## src/rtl/fetch_stage_pkg.sv

```systemverilog
// fetch_stage_pkg: shared definitions for the IF stage.
//   NOP_INSTR_DEF  - bubble encoding (addi x0,x0,0)
//   RESET_PC_DEF   - default PC after reset
//   fetch_state_e  - fetch FSM encodings (FS_BOOT, FS_RUN, FS_HALT)
//   if_id_t        - IF/ID pipeline register payload
package fetch_stage_pkg;

  localparam logic [31:0] NOP_INSTR_DEF = 32'h0000_0013;
  localparam logic [31:0] RESET_PC_DEF  = 32'h0000_0000;

  typedef enum logic [1:0] {
    FS_BOOT = 2'd0,
    FS_RUN  = 2'd1,
    FS_HALT = 2'd2
  } fetch_state_e;

  typedef struct packed {
    logic [31:0] instr;
    logic [31:0] pc;
    logic [31:0] pc_four;
    logic        vld;
  } if_id_t;

endpackage

```

## src/rtl/fetch_stage_if_id_reg.sv

```systemverilog
// if_id_reg: IF/ID pipeline register with hold and bubble controls.
//   clk, rst_n - clock, async active-low reset (resets to a bubble)
//   hold       - keep current contents
//   bubble     - load the bubble; dominates hold
//   d          - next payload when neither hold nor bubble
//   q          - registered payload
module if_id_reg
  import fetch_stage_pkg::*;
#(
  parameter logic [31:0] NOP_INSTR = NOP_INSTR_DEF
) (
  input  logic   clk,
  input  logic   rst_n,
  input  logic   hold,
  input  logic   bubble,
  input  if_id_t d,
  output if_id_t q
);

  if_id_t bub;
  assign bub = '{instr: NOP_INSTR, pc: 32'h0, pc_four: 32'h0, vld: 1'b0};

  always_ff @(posedge clk or negedge rst_n) begin
    if (!rst_n)      q <= bub;
    else if (bubble) q <= bub;
    else if (!hold)  q <= d;
  end

endmodule

```

## src/rtl/fetch_stage.sv

```systemverilog
// fetch_stage: IF stage + IF/ID register of the RV32I core.
//   clk, rst_n              - clock, async active-low reset
//   stall_if, flush_if      - hazard hold / IF/ID kill
//   redirect_vld/_pc        - EX-stage control-flow redirect
//   imem_req/_addr          - fetch request, address = pc
//   imem_ack/_rdata         - same-cycle ROM response
//   if_id_*                 - registered instruction, pc, pc+4, valid
//   misalign_err            - sticky, redirect target not word aligned
module fetch_stage
  import fetch_stage_pkg::*;
#(
  parameter logic [31:0] RESET_PC  = RESET_PC_DEF,
  parameter logic [31:0] NOP_INSTR = NOP_INSTR_DEF
) (
  input  logic        clk,
  input  logic        rst_n,
  input  logic        stall_if,
  input  logic        flush_if,
  input  logic        redirect_vld,
  input  logic [31:0] redirect_pc,
  output logic        imem_req,
  output logic [31:0] imem_addr,
  input  logic        imem_ack,
  input  logic [31:0] imem_rdata,
  output logic [31:0] if_id_instr,
  output logic [31:0] if_id_pc,
  output logic [31:0] if_id_pc_four,
  output logic        if_id_vld,
  output logic        misalign_err
);

  fetch_state_e state, state_nxt;
  logic [31:0]  pc, pc_nxt, pc_four;
  logic         err_nxt, hold, bubble;
  if_id_t       d, q;

  assign pc_four   = pc + 32'd4;   // modulo 2^32, wrap is legal
  assign imem_addr = pc;
  assign imem_req  = (state == FS_RUN) && !stall_if;

  always_ff @(posedge clk or negedge rst_n) begin
    if (!rst_n) begin
      state        <= FS_BOOT;
      pc           <= RESET_PC;
      misalign_err <= 1'b0;
    end else begin
      state        <= state_nxt;
      pc           <= pc_nxt;
      misalign_err <= err_nxt;
    end
  end

  always_comb begin
    state_nxt = state;
    pc_nxt    = pc;
    err_nxt   = misalign_err;
    hold      = 1'b0;
    bubble    = 1'b1;
    d         = '{instr: imem_rdata, pc: pc, pc_four: pc_four, vld: 1'b1};
    case (state)
      FS_BOOT: state_nxt = FS_RUN;
      FS_RUN: begin
        if (redirect_vld && (redirect_pc[1:0] != 2'b00)) begin
          // Bad target: stop fetching, pc stays at last aligned value.
          state_nxt = FS_HALT;
          err_nxt   = 1'b1;
        end else if (redirect_vld) begin
          pc_nxt = redirect_pc;
        end else if (flush_if) begin
          if (!stall_if && imem_ack) pc_nxt = pc_four;
        end else if (stall_if) begin
          hold   = 1'b1;
          bubble = 1'b0;
        end else if (imem_ack) begin
          bubble = 1'b0;
          pc_nxt = pc_four;
        end
        // no ack: bubble, pc retries the same address
      end
      default: ;  // HALT: bubble forever until reset
    endcase
  end

  if_id_reg #(.NOP_INSTR(NOP_INSTR)) u_if_id (
    .clk    (clk),
    .rst_n  (rst_n),
    .hold   (hold),
    .bubble (bubble),
    .d      (d),
    .q      (q)
  );

  assign if_id_instr   = q.instr;
  assign if_id_pc      = q.pc;
  assign if_id_pc_four = q.pc_four;
  assign if_id_vld     = q.vld;

endmodule

```

## config.mk

```make
export PLATFORM = sky130hd
export DESIGN_NAME = fetch_stage
export DESIGN_NICKNAME = d
export VERILOG_FILES = /design/src/rtl/fetch_stage_pkg.sv /design/src/rtl/fetch_stage_if_id_reg.sv /design/src/rtl/fetch_stage.sv
export SDC_FILE = /design/constraint.sdc
export NUM_CORES = 1
export LEC_CHECK = 0
export ABC_AREA = 1
export CORE_MARGIN = 2
export CORE_UTILIZATION = 34
export CTS_CLUSTER_DIAMETER = 120
export DETAILED_ROUTE_END_ITERATION = 16
export PLACE_DENSITY = 0.74
export SYNTH_ARGS = -nofsm -noshare
export SYNTH_HDL_FRONTEND = slang
export SYNTH_SLANG_ARGS = --single-unit
```

## constraint.sdc

```tcl
create_clock -name clk -period 1.73 [get_ports clk]
set_clock_uncertainty 0.2 [all_clocks]
set_input_delay 0.346 -clock clk [delete_from_list [all_inputs] [get_ports clk]]
set_output_delay 0.346 -clock clk [all_outputs]
set_load 0.01 [all_outputs]
```

==> impl_metrics.sql <==
INSERT INTO impl_metrics (metric_group, metric, value, unit) VALUES
('sta', 'timing_max_transition_violations_final', '0', ''),
('grt', 'antenna_found_initial', '0', ''),
('critical_path', 'timing.critical_path.arrival', '1980', 'ps'),
('place', 'port_buffers', '200', ''),
('place', 'pre_cts_slack', '-411', 'ps'),
('critical_path', 'timing.critical_path.fanout_max', '8', ''),
('route', 'drtPass1Iterations', '6', ''),
('sta', 'timing.final.crit_share', '106', '%'),
('finish', 'num-nets-final', '1099', ''),
('status', 'result_of_the_run', 'finished with violations', ''),
('run', 'cap_viol_max_count', '0', ''),
('power_and_ir_drop', 'combPwrFrac', '32.4', '%'),
('logic_synthesis', 'synth_seq_area_share', '55.6', '%'),
('place', 'place_congestion', '0.903', ''),
('power_and_ir_drop', 'power_switching_share', '33.6', '%'),
('grt', 'grt_max_degree', '46', ''),
('clocking', 'numClockSinks', '130', ''),
('floorplan', 'fp.coreArea', '17100', 'um^2'),
('power_and_ir_drop', 'vdd_drop_max', '0.000761', 'V'),
('power_and_ir_drop', 'p_int', '7.33', 'mW'),
('sta', 'worstMarginPinSlew', '376', 'ps'),
('logic_synthesis', 'synth-warning-count', '0', ''),
('route', 'detailedRoute.firstIterationViolations', '670', ''),
('critical_path', 'critical_path.top_delay_family', 'buffers and inverters', ''),
('clocking', 'worst_skew_pair.late_latency', '430', 'ps'),
('critical_path', 'critical_path_class', 'in2reg', ''),
('floorplan', 'die_w', '135', 'um'),
('sta', 'timing.final.crit_period', '1830', 'ps'),
('route', 'drt-total-wl', '23700', 'um'),
('critical_path', 'r2r_slack', '-70', 'ps'),
('critical_path', 'timing.critical_path.cells', 'clkdlybuf4s50_1 -> inv_1 -> a21oi_2 -> nand3_4 -> nor2_4 -> buf_12 -> clkinv_8 -> clkbuf_16 -> o21ai_2', ''),
('clocking', 'cts_buffers', '17', ''),
('critical_path', 'critical_path_buf_inv_count', '5', ''),
('critical_path', 'rr_startpoint', 'imem_addr[2]$_DFFE_PN0P_', ''),
('grt', 'grt_first_pass_wirelength', '30800', 'um'),
('sta', 'rsz0062_at_grt', 'true', ''),
('grt', 'first_global_vias', '5867', ''),
('critical_path', 'cpPeakStageDelay', '500', 'ps'),
('floorplan', 'placement_rows', '48', ''),
('route', 'route.detailed.drc', '0', ''),
('sta', 'setup_ws', '-101', 'ps'),
('floorplan', 'die_height', '135', 'um'),
('sta', 'setup_viol', '82', ''),
('power_and_ir_drop', 'share_clk_of_total_power', '33.4', '%'),
('clocking', 'clock_tree.root_cell', 'sky130_fd_sc_hd__clkbuf_16', ''),
('logic_synthesis', 'synth_area_per_cell', '8.14', 'um^2'),
('sta', 'clock.fmax', '546', 'MHz'),
('clocking', 'tritoncts', 'built', ''),
('finish', 'synthToLayoutAreaGrowth', '77.4', '%'),
('grt', 'overflow', '0', ''),
('logic_synthesis', 'syn_nets', '791', ''),
('floorplan', 'ioPinCount', '201', ''),
('logic_synthesis', 'post_synthesis_instance_area', '5860', 'um^2'),
('critical_path', 'critical_path.reg2reg.endpoint', 'imem_addr[31]$_DFFE_PN0P_', ''),
('route', 'ant_nets', '0', ''),
('clocking', 'clk_path_buf_depth', '2', ''),
('power_and_ir_drop', 'seqPwrFrac', '34.1', '%'),
('status', 'failed_checks', 'setup timing', ''),
('route', 'detailroute.via_count', '6423', ''),
('logic_synthesis', 'synth.ff_latch_count', '130', ''),
('power_and_ir_drop', 'power_density', '1060', 'nW/um^2'),
('power_and_ir_drop', 'p_leak', '5.40', 'nW'),
('route', 'post_drt_wl_per_cell', '18.8', 'um'),
('logic_synthesis', 'syn_inst', '720', ''),
('route', 'route.detailed.vias_per_inst', '5.07', ''),
('place', 'hpwlAfterDp', '14100', 'um'),
('finish', 'drive_gt1_share', '30.0', '%'),
('finish', 'fillers', '1366', ''),
('logic_synthesis', 'synth.distinct_cells', '27', ''),
('sta', 'tns', '-3460', 'ps'),
('grt', 'grt.total_usage', '22.0', '%');
-- worst max path at each step --
stage / to / depth (start not counted)
after floorplan: imem_addr[22]$_DFFE_PN0P_ / 10
after global placement: imem_addr[10]$_DFFE_PN0P_ / 7
after detailed placement: imem_addr[10]$_DFFE_PN0P_ / 7
after CTS: imem_req / 5
after global routing: imem_addr[31]$_DFFE_PN0P_ / 11
final: u_if_id.q[7]$_DFFE_PN0P_ / 9
-- power groups by stage --
| stage | combinational (mW) | sequential, mW | clock, mW |
|---|---|---|---|
| floorplan | 0.932 | 3.90 | 0 |
| global placement | 2.64 | 3.84 | 0 |
| detailed placement | 2.68 | 3.86 | 0 |
| CTS | 2.82 | 3.72 | 3.71 |
| global route | 3.80 | 3.79 | 3.88 |
| finish | 3.57 | 3.77 | 3.69 |
-- cell families after synthesis --
kind of cell | Yosys count | share of synthesized area, %
xor+xnor | 11 | 1.64
fa+ha+maj | 1 | 0.213
buf+inv | 72 | 6.13
flops | 130 | 55.6
simple gates | 437 | 29.3
compound gates | 69 | 7.11
-- sequential cells by signal, indices dropped and copies added (netlist names) --
| signal | flops |
|---|---|
| misalign_err | 1 |
| imem_addr | 32 |
| state | 2 |
| u_if_id.q | 95 |
-- worst reg2reg max path: cells and delay by family, from the launching register on --
kind	cells	cell delay (ps)
flip-flops	1	370
AND/OR/NAND/NOR	8	710
buffers and inverters	3	390
-- Yosys cell counts --
cell / n / area [um^2]
sky130_fd_sc_hd__a21oi_1: 2 / 10.0
sky130_fd_sc_hd__a21oi_2: 1 / 8.76
sky130_fd_sc_hd__a22oi_1: 20 / 150
sky130_fd_sc_hd__and2_1: 1 / 6.26
sky130_fd_sc_hd__buf_2: 14 / 70.1
sky130_fd_sc_hd__buf_4: 3 / 22.5
sky130_fd_sc_hd__buf_6: 8 / 90.1
sky130_fd_sc_hd__clkbuf_1: 3 / 11.3
sky130_fd_sc_hd__clkinv_1: 1 / 3.75
sky130_fd_sc_hd__dfrtp_1: 127 / 3180
sky130_fd_sc_hd__dfstp_2: 3 / 78.8
sky130_fd_sc_hd__ha_1: 1 / 12.5
sky130_fd_sc_hd__inv_1: 40 / 150
sky130_fd_sc_hd__inv_2: 3 / 11.3
sky130_fd_sc_hd__nand2_1: 340 / 1280
sky130_fd_sc_hd__nand3_1: 32 / 160
sky130_fd_sc_hd__nand3_2: 1 / 10.0
sky130_fd_sc_hd__nand4_1: 2 / 12.5
sky130_fd_sc_hd__nor2_1: 55 / 206
sky130_fd_sc_hd__nor2_2: 2 / 12.5
sky130_fd_sc_hd__nor2_4: 2 / 22.5
sky130_fd_sc_hd__o211ai_1: 6 / 45.0
sky130_fd_sc_hd__o21ai_0: 8 / 40.0
sky130_fd_sc_hd__o21ai_1: 30 / 150
sky130_fd_sc_hd__o22ai_1: 2 / 12.5
sky130_fd_sc_hd__or2_2: 2 / 12.5
sky130_fd_sc_hd__xor2_1: 11 / 96.3
-- routing by layer --
metal | global-route usage [%] | part of all wire (%) | up-vias
met3 | 4.90 | 8.2 | 89
met5 | 0 | 0 | -
met4 | 9.61 | 5.5 | 0
li1 | - | - | 2894
met1 | 28.9 | 39 | 3042
met2 | 35.0 | 48 | 398
-- cells in the final DEF (no fill, tap or decap), types with 5 or more instances in the layout --
master,count
sky130_fd_sc_hd__a22oi_1,15
sky130_fd_sc_hd__a22oi_2,5
sky130_fd_sc_hd__buf_12,17
sky130_fd_sc_hd__buf_2,8
sky130_fd_sc_hd__buf_4,71
sky130_fd_sc_hd__buf_6,16
sky130_fd_sc_hd__clkbuf_16,30
sky130_fd_sc_hd__clkdlybuf4s15_1,11
sky130_fd_sc_hd__clkdlybuf4s50_1,67
sky130_fd_sc_hd__dfrtp_1,111
sky130_fd_sc_hd__dfrtp_2,16
sky130_fd_sc_hd__dlygate4sd2_1,108
sky130_fd_sc_hd__inv_1,37
sky130_fd_sc_hd__nand2_1,311
sky130_fd_sc_hd__nand2_2,26
sky130_fd_sc_hd__nand3_1,15
sky130_fd_sc_hd__nand3_2,12
sky130_fd_sc_hd__nand3_4,6
sky130_fd_sc_hd__nor2_1,27
sky130_fd_sc_hd__nor2_2,17
sky130_fd_sc_hd__nor2_4,15
sky130_fd_sc_hd__o211ai_1,6
sky130_fd_sc_hd__o21ai_2,33
sky130_fd_sc_hd__xor2_1,5
sky130_fd_sc_hd__xor2_2,6
-- timing repair --
item                       4_1_cts  5_1_grt
setup endpoints to repair      159      124
pin swaps                        7       36
gates cloned                     0       18
hold buffers                     1        0
setup buffers                   13       19
hold endpoints to repair       115        0
gates resized for setup        188      177
-- stage by stage --
stage	hold WS [ps]	std cells	util, %	total power [mW]	cell area [um^2]
floorplan	-150	720	-	4.84	5870
global placement	72.1	1184	50.7	6.48	8640
detailed placement	76.5	1184	50.7	6.53	8640
CTS	199	1230	54.2	10.2	9250
global route	225	1266	61.0	11.5	10400
finish	190	1266	61.0	11.0	10400
-- layout make-up --
| class | count | area, um^2 | area share, % |
|---|---|---|---|
| flip-flops and latches | 130 | 3280 | 31.5 |
| well taps | 225 | 282 | 2.71 |
| inverters | 44 | 189 | 1.82 |
| clock buffers | 22 | 464 | 4.47 |
| clock inverters | 10 | 134 | 1.29 |
| repair buffers | 317 | 3240 | 31.2 |
| multi-input cells | 518 | 2810 | 27.0 |
(Power assumes the default switching activity.)
